**config.mk**
```make
export PLATFORM = sky130hd
export DESIGN_NAME = painterengine_gpu_reader_arbiter
export DESIGN_NICKNAME = d
export VERILOG_FILES = /design/src/rtl/painterengine_gpu_reader_arbiter.sv
export SDC_FILE = /design/constraint.sdc
export NUM_CORES = 1
export LEC_CHECK = 0
export CAP_MARGIN = 20
export CORE_MARGIN = 10
export CORE_UTILIZATION = 33
export CTS_CLUSTER_DIAMETER = 50
export CTS_CLUSTER_SIZE = 12
export DETAILED_ROUTE_END_ITERATION = 16
export PLACE_DENSITY = 0.82
export SYNTH_ARGS = -nofsm -noshare
export SYNTH_HDL_FRONTEND = slang
export SYNTH_SLANG_ARGS = --single-unit
```
**constraint.sdc**
```tcl
create_clock -name i_wire_clock -period 2 [get_ports i_wire_clock]
set_clock_uncertainty 0.05 [all_clocks]
set_input_delay 0.4 -clock i_wire_clock [delete_from_list [all_inputs] [get_ports i_wire_clock]]
set_output_delay 0.4 -clock i_wire_clock [all_outputs]
set_load 0.02 [all_outputs]
```
**src/rtl/painterengine_gpu_reader_arbiter.sv**
```systemverilog
// Two-port arbiter that shares one GPU DMA reader between the display streamer (port 0)
// and a secondary requester (port 1). Port 0 has fixed priority, bounded by a starvation limit.
module painterengine_gpu_reader_arbiter #(
  parameter int unsigned STARVE_LIMIT = 4
) (
  input  logic        i_wire_clock,
  input  logic        i_wire_reset,
  input  logic [31:0] i_wire_r0_address,
  input  logic [31:0] i_wire_r0_length,
  input  logic        i_wire_r0_resetn,
  output logic        o_wire_r0_done,
  output logic        o_wire_r0_error,
  output logic [31:0] o_wire_r0_data,
  output logic        o_wire_r0_data_valid,
  input  logic        i_wire_r0_data_next,
  input  logic [31:0] i_wire_r1_address,
  input  logic [31:0] i_wire_r1_length,
  input  logic        i_wire_r1_resetn,
  output logic        o_wire_r1_done,
  output logic        o_wire_r1_error,
  output logic [31:0] o_wire_r1_data,
  output logic        o_wire_r1_data_valid,
  input  logic        i_wire_r1_data_next,
  output logic [31:0] o_wire_reader_address,
  output logic [31:0] o_wire_reader_length,
  output logic        o_wire_reader_resetn,
  input  logic        i_wire_reader_done,
  input  logic        i_wire_reader_error,
  input  logic        i_wire_reader_data_valid,
  input  logic [31:0] i_wire_reader_data,
  output logic        o_wire_reader_data_next,
  output logic [31:0] o_wire_state
);

  localparam int unsigned DW = 32;
  localparam int unsigned CW = 4;
  localparam logic [CW-1:0] LIMIT   = CW'(STARVE_LIMIT);
  localparam logic [CW-1:0] CNT_MAX = {CW{1'b1}};

  typedef enum logic [1:0] {
    ST_IDLE    = 2'b00,
    ST_GRANT0  = 2'b01,
    ST_GRANT1  = 2'b10,
    ST_RELEASE = 2'b11
  } state_e;

  state_e        state_q, state_d;
  logic [CW-1:0] starve_q, starve_d;
  logic [DW-1:0] addr_q, addr_d;
  logic [DW-1:0] len_q, len_d;
  logic          rstn_q, rstn_d;
  logic [1:0]    grant;

  // Grant is a pure decode of the registered state, so it is glitch-free.
  assign grant = {state_q == ST_GRANT1, state_q == ST_GRANT0};

  always_ff @(posedge i_wire_clock) begin
    if (i_wire_reset) begin
      state_q  <= ST_IDLE;
      starve_q <= '0;
      addr_q   <= '0;
      len_q    <= '0;
      rstn_q   <= 1'b0;
    end else begin
      state_q  <= state_d;
      starve_q <= starve_d;
      addr_q   <= addr_d;
      len_q    <= len_d;
      rstn_q   <= rstn_d;
    end
  end

  always_comb begin
    state_d  = state_q;
    starve_d = starve_q;
    addr_d   = addr_q;
    len_d    = len_q;
    rstn_d   = rstn_q;
    unique case (state_q)
      ST_IDLE: begin
        // Port 1 wins when alone or when port 0 has starved it long enough.
        if (i_wire_r1_resetn && (!i_wire_r0_resetn || starve_q >= LIMIT)) begin
          state_d  = ST_GRANT1;
          starve_d = '0;
          addr_d   = i_wire_r1_address;
          len_d    = i_wire_r1_length;
          rstn_d   = 1'b1;
        end else if (i_wire_r0_resetn) begin
          state_d = ST_GRANT0;
          if (i_wire_r1_resetn && starve_q != CNT_MAX) begin
            starve_d = starve_q + CW'(1);
          end
          addr_d = i_wire_r0_address;
          len_d  = i_wire_r0_length;
          rstn_d = 1'b1;
        end
      end
      ST_GRANT0: begin
        if (!i_wire_r0_resetn) begin
          state_d = ST_RELEASE;
          rstn_d  = 1'b0;
        end
      end
      ST_GRANT1: begin
        if (!i_wire_r1_resetn) begin
          state_d = ST_RELEASE;
          rstn_d  = 1'b0;
        end
      end
      ST_RELEASE: begin
        state_d = ST_IDLE;
        rstn_d  = 1'b0;
      end
      default: begin
        state_d = ST_IDLE;
        rstn_d  = 1'b0;
      end
    endcase
  end

  assign o_wire_reader_address = addr_q;
  assign o_wire_reader_length  = len_q;
  assign o_wire_reader_resetn  = rstn_q;

  // Return path: status is steered to the granted port only; data fans out to both.
  assign o_wire_r0_done       = i_wire_reader_done & grant[0];
  assign o_wire_r0_error      = i_wire_reader_error & grant[0];
  assign o_wire_r0_data_valid = i_wire_reader_data_valid & grant[0];
  assign o_wire_r0_data       = i_wire_reader_data;
  assign o_wire_r1_done       = i_wire_reader_done & grant[1];
  assign o_wire_r1_error      = i_wire_reader_error & grant[1];
  assign o_wire_r1_data_valid = i_wire_reader_data_valid & grant[1];
  assign o_wire_r1_data       = i_wire_reader_data;

  assign o_wire_reader_data_next = (grant[0] & i_wire_r0_data_next) |
                                   (grant[1] & i_wire_r1_data_next);

  assign o_wire_state = {22'd0, starve_q, grant, state_q, 2'd0};

endmodule

```
**Yosys cells after proc, flatten, opt, wreduce, memory -nomap -nowiden**

Cells that the tools add are included.

- Add/sub/neg operators: 1
- $lt $le $gt $ge: 1
- Equal/unequal tests: 7
- Multiplexer cells: 17
- Bitwise logic cells: 9
- Reductions and logical operators: 10

Operators with widths:

| operator | count |
|---|---|
| $mux 32 | 4 |
| $mux 4 | 3 |
| $and 1x1->1 | 8 |
| $mux 2 | 4 |
| $pmux 2 s4 | 1 |
| $reduce_and 3->1 | 2 |
| $add 4x1->4 const B | 1 |
| $eq 2x2->1 const B | 2 |
| $ge 4x3->1 const B | 1 |
| $mux 1 | 4 |
| $ne 2x2->1 const B | 2 |
| $ne 4x4->1 const B | 1 |
| $pmux 1 s4 | 1 |
| $reduce_bool 2->1 | 2 |
| $ne 3x3->1 const B | 1 |
| $eq 2x1->1 const B | 1 |
| $logic_and 1x1->1 | 2 |
| $logic_not 2->1 | 1 |
| $reduce_and 2->1 | 1 |
| $logic_not 1->1 | 1 |
| $logic_or 1x1->1 | 1 |
| $or 1x1->1 | 1 |

- Register bits: 71
- Bits of input ports: 169
- Output and inout bits: 168
- Logic and storage cells: 50

**Logic depth before layout (Yosys ltp)**

- Depth in word-level cells: 5
- Mapped depth: 7
- Depth with buffers taken out: 5

**Worst setup path before layout**

OpenSTA, ideal clock, no wires.

- Kind: register -> register
- From: reg state_q[0]
- To: reg addr_q[19] (netlist: o_wire_reader_address[19])
- Setup time: 137 ps
- Data arrival time: 1600 ps
- Required time: 1813 ps
- Path slack: 213 ps
- Stages on the path, launching flop included: 8
- Buffers on the path: 3
- Clock period less this slack: 1787 ps
- Path through: dfxtp_1 -> inv_1 -> ha_1 -> o21a_1 -> buf_2 -> buf_2 -> clkbuf_1 -> a31oi_1

- Word-level cells in the longest chain between the ends: 2

RTL lines:

| item | RTL line | RTL |
|---|---|---|
| from (decl) | 47 | `state_e state_q, state_d;` |
| from (signal assigned) | 65 | `state_q <= state_d;` |
| $logic_not 2->1 | 79 | `unique case (state_q)` |
| $reduce_and 2->1 (no line) | -- |  |
| to (signal assigned) | 67 | `addr_q <= addr_d;` |
| to (decl) | 49 | `logic [DW-1:0] addr_q, addr_d;` |

Every way passes these cells.
A chain may end at the register's enable or synchronous reset.

**Worst setup path in the final report**

- From: reg state_q[0]
- To: out o_wire_state[5]

- Word-level cells in the longest chain between the ends: 1

RTL lines:

| item | RTL line | RTL |
|---|---|---|
| $eq 2x2->1 | 55 | `assign grant = {state_q == ST_GRANT1, state_q == ST_GRANT0};` |
| to (decl) | 32 | `output logic [31:0] o_wire_state` |

Every way passes these cells.

==> results.ini <==
[drt]
drtPass1Iterations=5
post_drt_via_cell_ratio=5.489
wl_per_cell_um=19.57
vias=4342
drc=0
drtAntennaViolNets=0
drt_iter0_drc=270
wirelength_um=15480

[clocking]
cts-buffers-inserted=9
cts_max_path_buffers=2
cts_setup_buffers=0
tritoncts=built
htree_num_levels=3
clk_latency_ns=0.33
cts.clk_slew.worst_paths_ns=0.05
cts_root_buf=clkbuf_16
cts_sinks=71

[status]
status=completed

[placement]
hpwl_um=11330
portBuffers=216
gp_congestion=0.8173
pre_cts_ws_ns=-0.1495

[sta]
hold_violations=0
drv_slew=0
max_freq_mhz=538.1
setup_viol=0
finalCriticalPeriod_ns=1.859
layout_setup_ws_ns=0.1415
rsz0062_at_grt=false
period_share=0.9293

[floorplanning]
dieArea_um2=16890
io_pins=337
coreArea_um2=11910
fp-row-count=40
die-height_um=130.0
initial_core_util=0.3350
die_w_um=130.0

[critical_path]
worstPathMaxFanout=7
worstReg2RegStart=state_q[0]
reg2reg_depth=6
path_depth=3
cp_slowest_cell=dlygate4sd2_1
startpoint_type=flop
crit_chain=inv_1 -> ha_2 -> dlygate4sd2_1
critPathCaptureType=output port
arrival_ns=1.41
cp.required_ns=1.55
crit_end=o_wire_state[5]
r2r-end=o_wire_reader_length[28]
critPathMaxStageDelay_ns=0.36
regToRegSetupSlack_ns=0.18
cp_top_family=buffers and inverters
path_buf_inv=2
crit_path_start=state_q[0]
worst-setup-path-type=flop to output port

[grt]
grt_first_pass_wirelength_um=23250
grt-ovfl-total=0
grt_max_degree=65
grt_pass1_vias=4326
grtUsageTotal=0.1728
grt_antenna_before_repair=0

[logic_synthesis]
synth_common_cells=o21ai_0 (95), buf_4 (88), dfxtp_1 (71)
syn_inst=510
synthArstFlopShare=0
synth_most_common_cell=o21ai_0
yosys-top-cells-area=dfxtp_1 (36%), buf_4 (17%), o21ai_0 (12%)
yosysWarnings=0
synth_cell_types=32
yosys_register_bits=71
synth_area_um2=3990
synth_edf_count=0
yosysTopAreaCellShare=0.3562
synth.avg_cell_area_um2=7.824
yosysSeqAreaShare=0.3562
synth_area_leader_cell=dfxtp_1
synthFlopType=dfxtp_1

[power_and_ir_drop]
ir_worst_vdd_v=0.0005723
power-per-cell-area_nw_per_um2=1233
finalPower_w=0.007451
p_leak_nw=2.217

[finish]
nNetsFinal=813
drive_above_1_share=0.07143
n_antenna_cell=0
area_growth_pct=51.49

[run]
maxCapViolCount=0

[min_path]
worstHoldPathType=flop to flop
hold_depth=2

per-layer routing:
metal	GRT usage	routed length (µm)	part of all wire	up-vias
li1	-	-	-	1987
met3	0.08114	1984	0.13	52
met5	0	0	0	-
met2	0.2830	7287	0.47	250
met1	0.1814	5656	0.37	2053
met4	0.09325	549	0.035	0
sequential cells by signal, summed over array words and instances, names as in the netlist:
name and flops:
o_wire_reader_address 32, starve_q 4, state_q 2, o_wire_reader_resetn 1, o_wire_reader_length 32
metrics by stage:
step | hold slack, ns | cells | util | area [µm²] | TNS (ns)
detailed placement | 0.4221 | 775 | 0.4843 | 5769 | -6.549
finish | 0.4339 | 791 | 0.5075 | 6045 | 0
global placement | 0.4117 | 775 | 0.4843 | 5769 | -3.484
global route | 0.4578 | 791 | 0.5075 | 6045 | 0
CTS | 0.4289 | 791 | 0.5099 | 6073 | 0
floorplan | 0.4939 | 533 | - | 4076 | 0
where the power goes:
group	total [W]	internal (W)	leakage [nW]	switching (W)
Sequential	0.00217	0.00191	0.589	0.000263
Clock	0.00169	0.00109	0.151	0.000601
Combinational	0.00359	0.00163	1.48	0.00196
logic make-up after synthesis:
| family | synth area share |
|---|---|
| AND/OR/NAND/NOR | 0.1408 |
| flip-flops | 0.3562 |
| other | 0.0009398 |
| buffers and inverters | 0.2201 |
| adder cells (fa/ha/maj) | 0.01568 |
| AO/OA/AOI/OAI | 0.2662 |
area by class of cell:
class | instances | area (µm²)
fill | 1097 | 5867
timing repair buffer | 233 | 2322
multi-input combinational | 320 | 1794
sequential | 71 | 1423
clock buffer | 12 | 236.5
tap | 147 | 183.9
clock inverter | 4 | 70.07
inverter | 4 | 15.01
worst min path at each step:
stage                               startpoint                   end
after detailed placement           starve_q[1]           starve_q[1]
final                              starve_q[1]           starve_q[1]
after global placement             starve_q[1]           starve_q[1]
after floorplan                    starve_q[1]           starve_q[1]
after global routing      o_wire_reader_resetn  o_wire_reader_resetn
after CTS                          starve_q[1]           starve_q[1]
worst register-to-register path, cell delays in order (launching register included):
cell,delay (ns)
dfxtp_2,0.34
inv_1,0.12
ha_1,0.31
o21a_4,0.22
buf_12,0.23
nor2_1,0.12
a311oi_1,0.31
placed cells by master (no fill, tap or decap), types with 2 or more instances in the layout:
cell type	n
clkdlybuf4s50_1	206
o21ai_0	95
dfxtp_1	70
nand3_1	65
a31oi_1	34
a311oi_1	32
nor2_1	32
conb_1	24
buf_4	11
clkbuf_16	9
clkbuf_2	7
and2_1	6
buf_12	6
nand2_1	4
o21ai_1	4
inv_1	3
a21oi_1	3
ha_1	3
clkbuf_1	3
a22o_1	2
or3b_2	2
and3_1	2
ha_2	2
clkinv_2	2
bufinv_16	2
dlygate4sd2_1	2
timing repair:
| action | CTS | global route |
|---|---|---|
| resized for setup | 14 | 12 |
| gates cloned | 0 | 0 |
| hold endpoints to repair | 0 | 0 |
| setup endpoints to repair | 9 | 7 |
| hold buffers | 0 | 0 |
(Power assumes the default switching activity.)
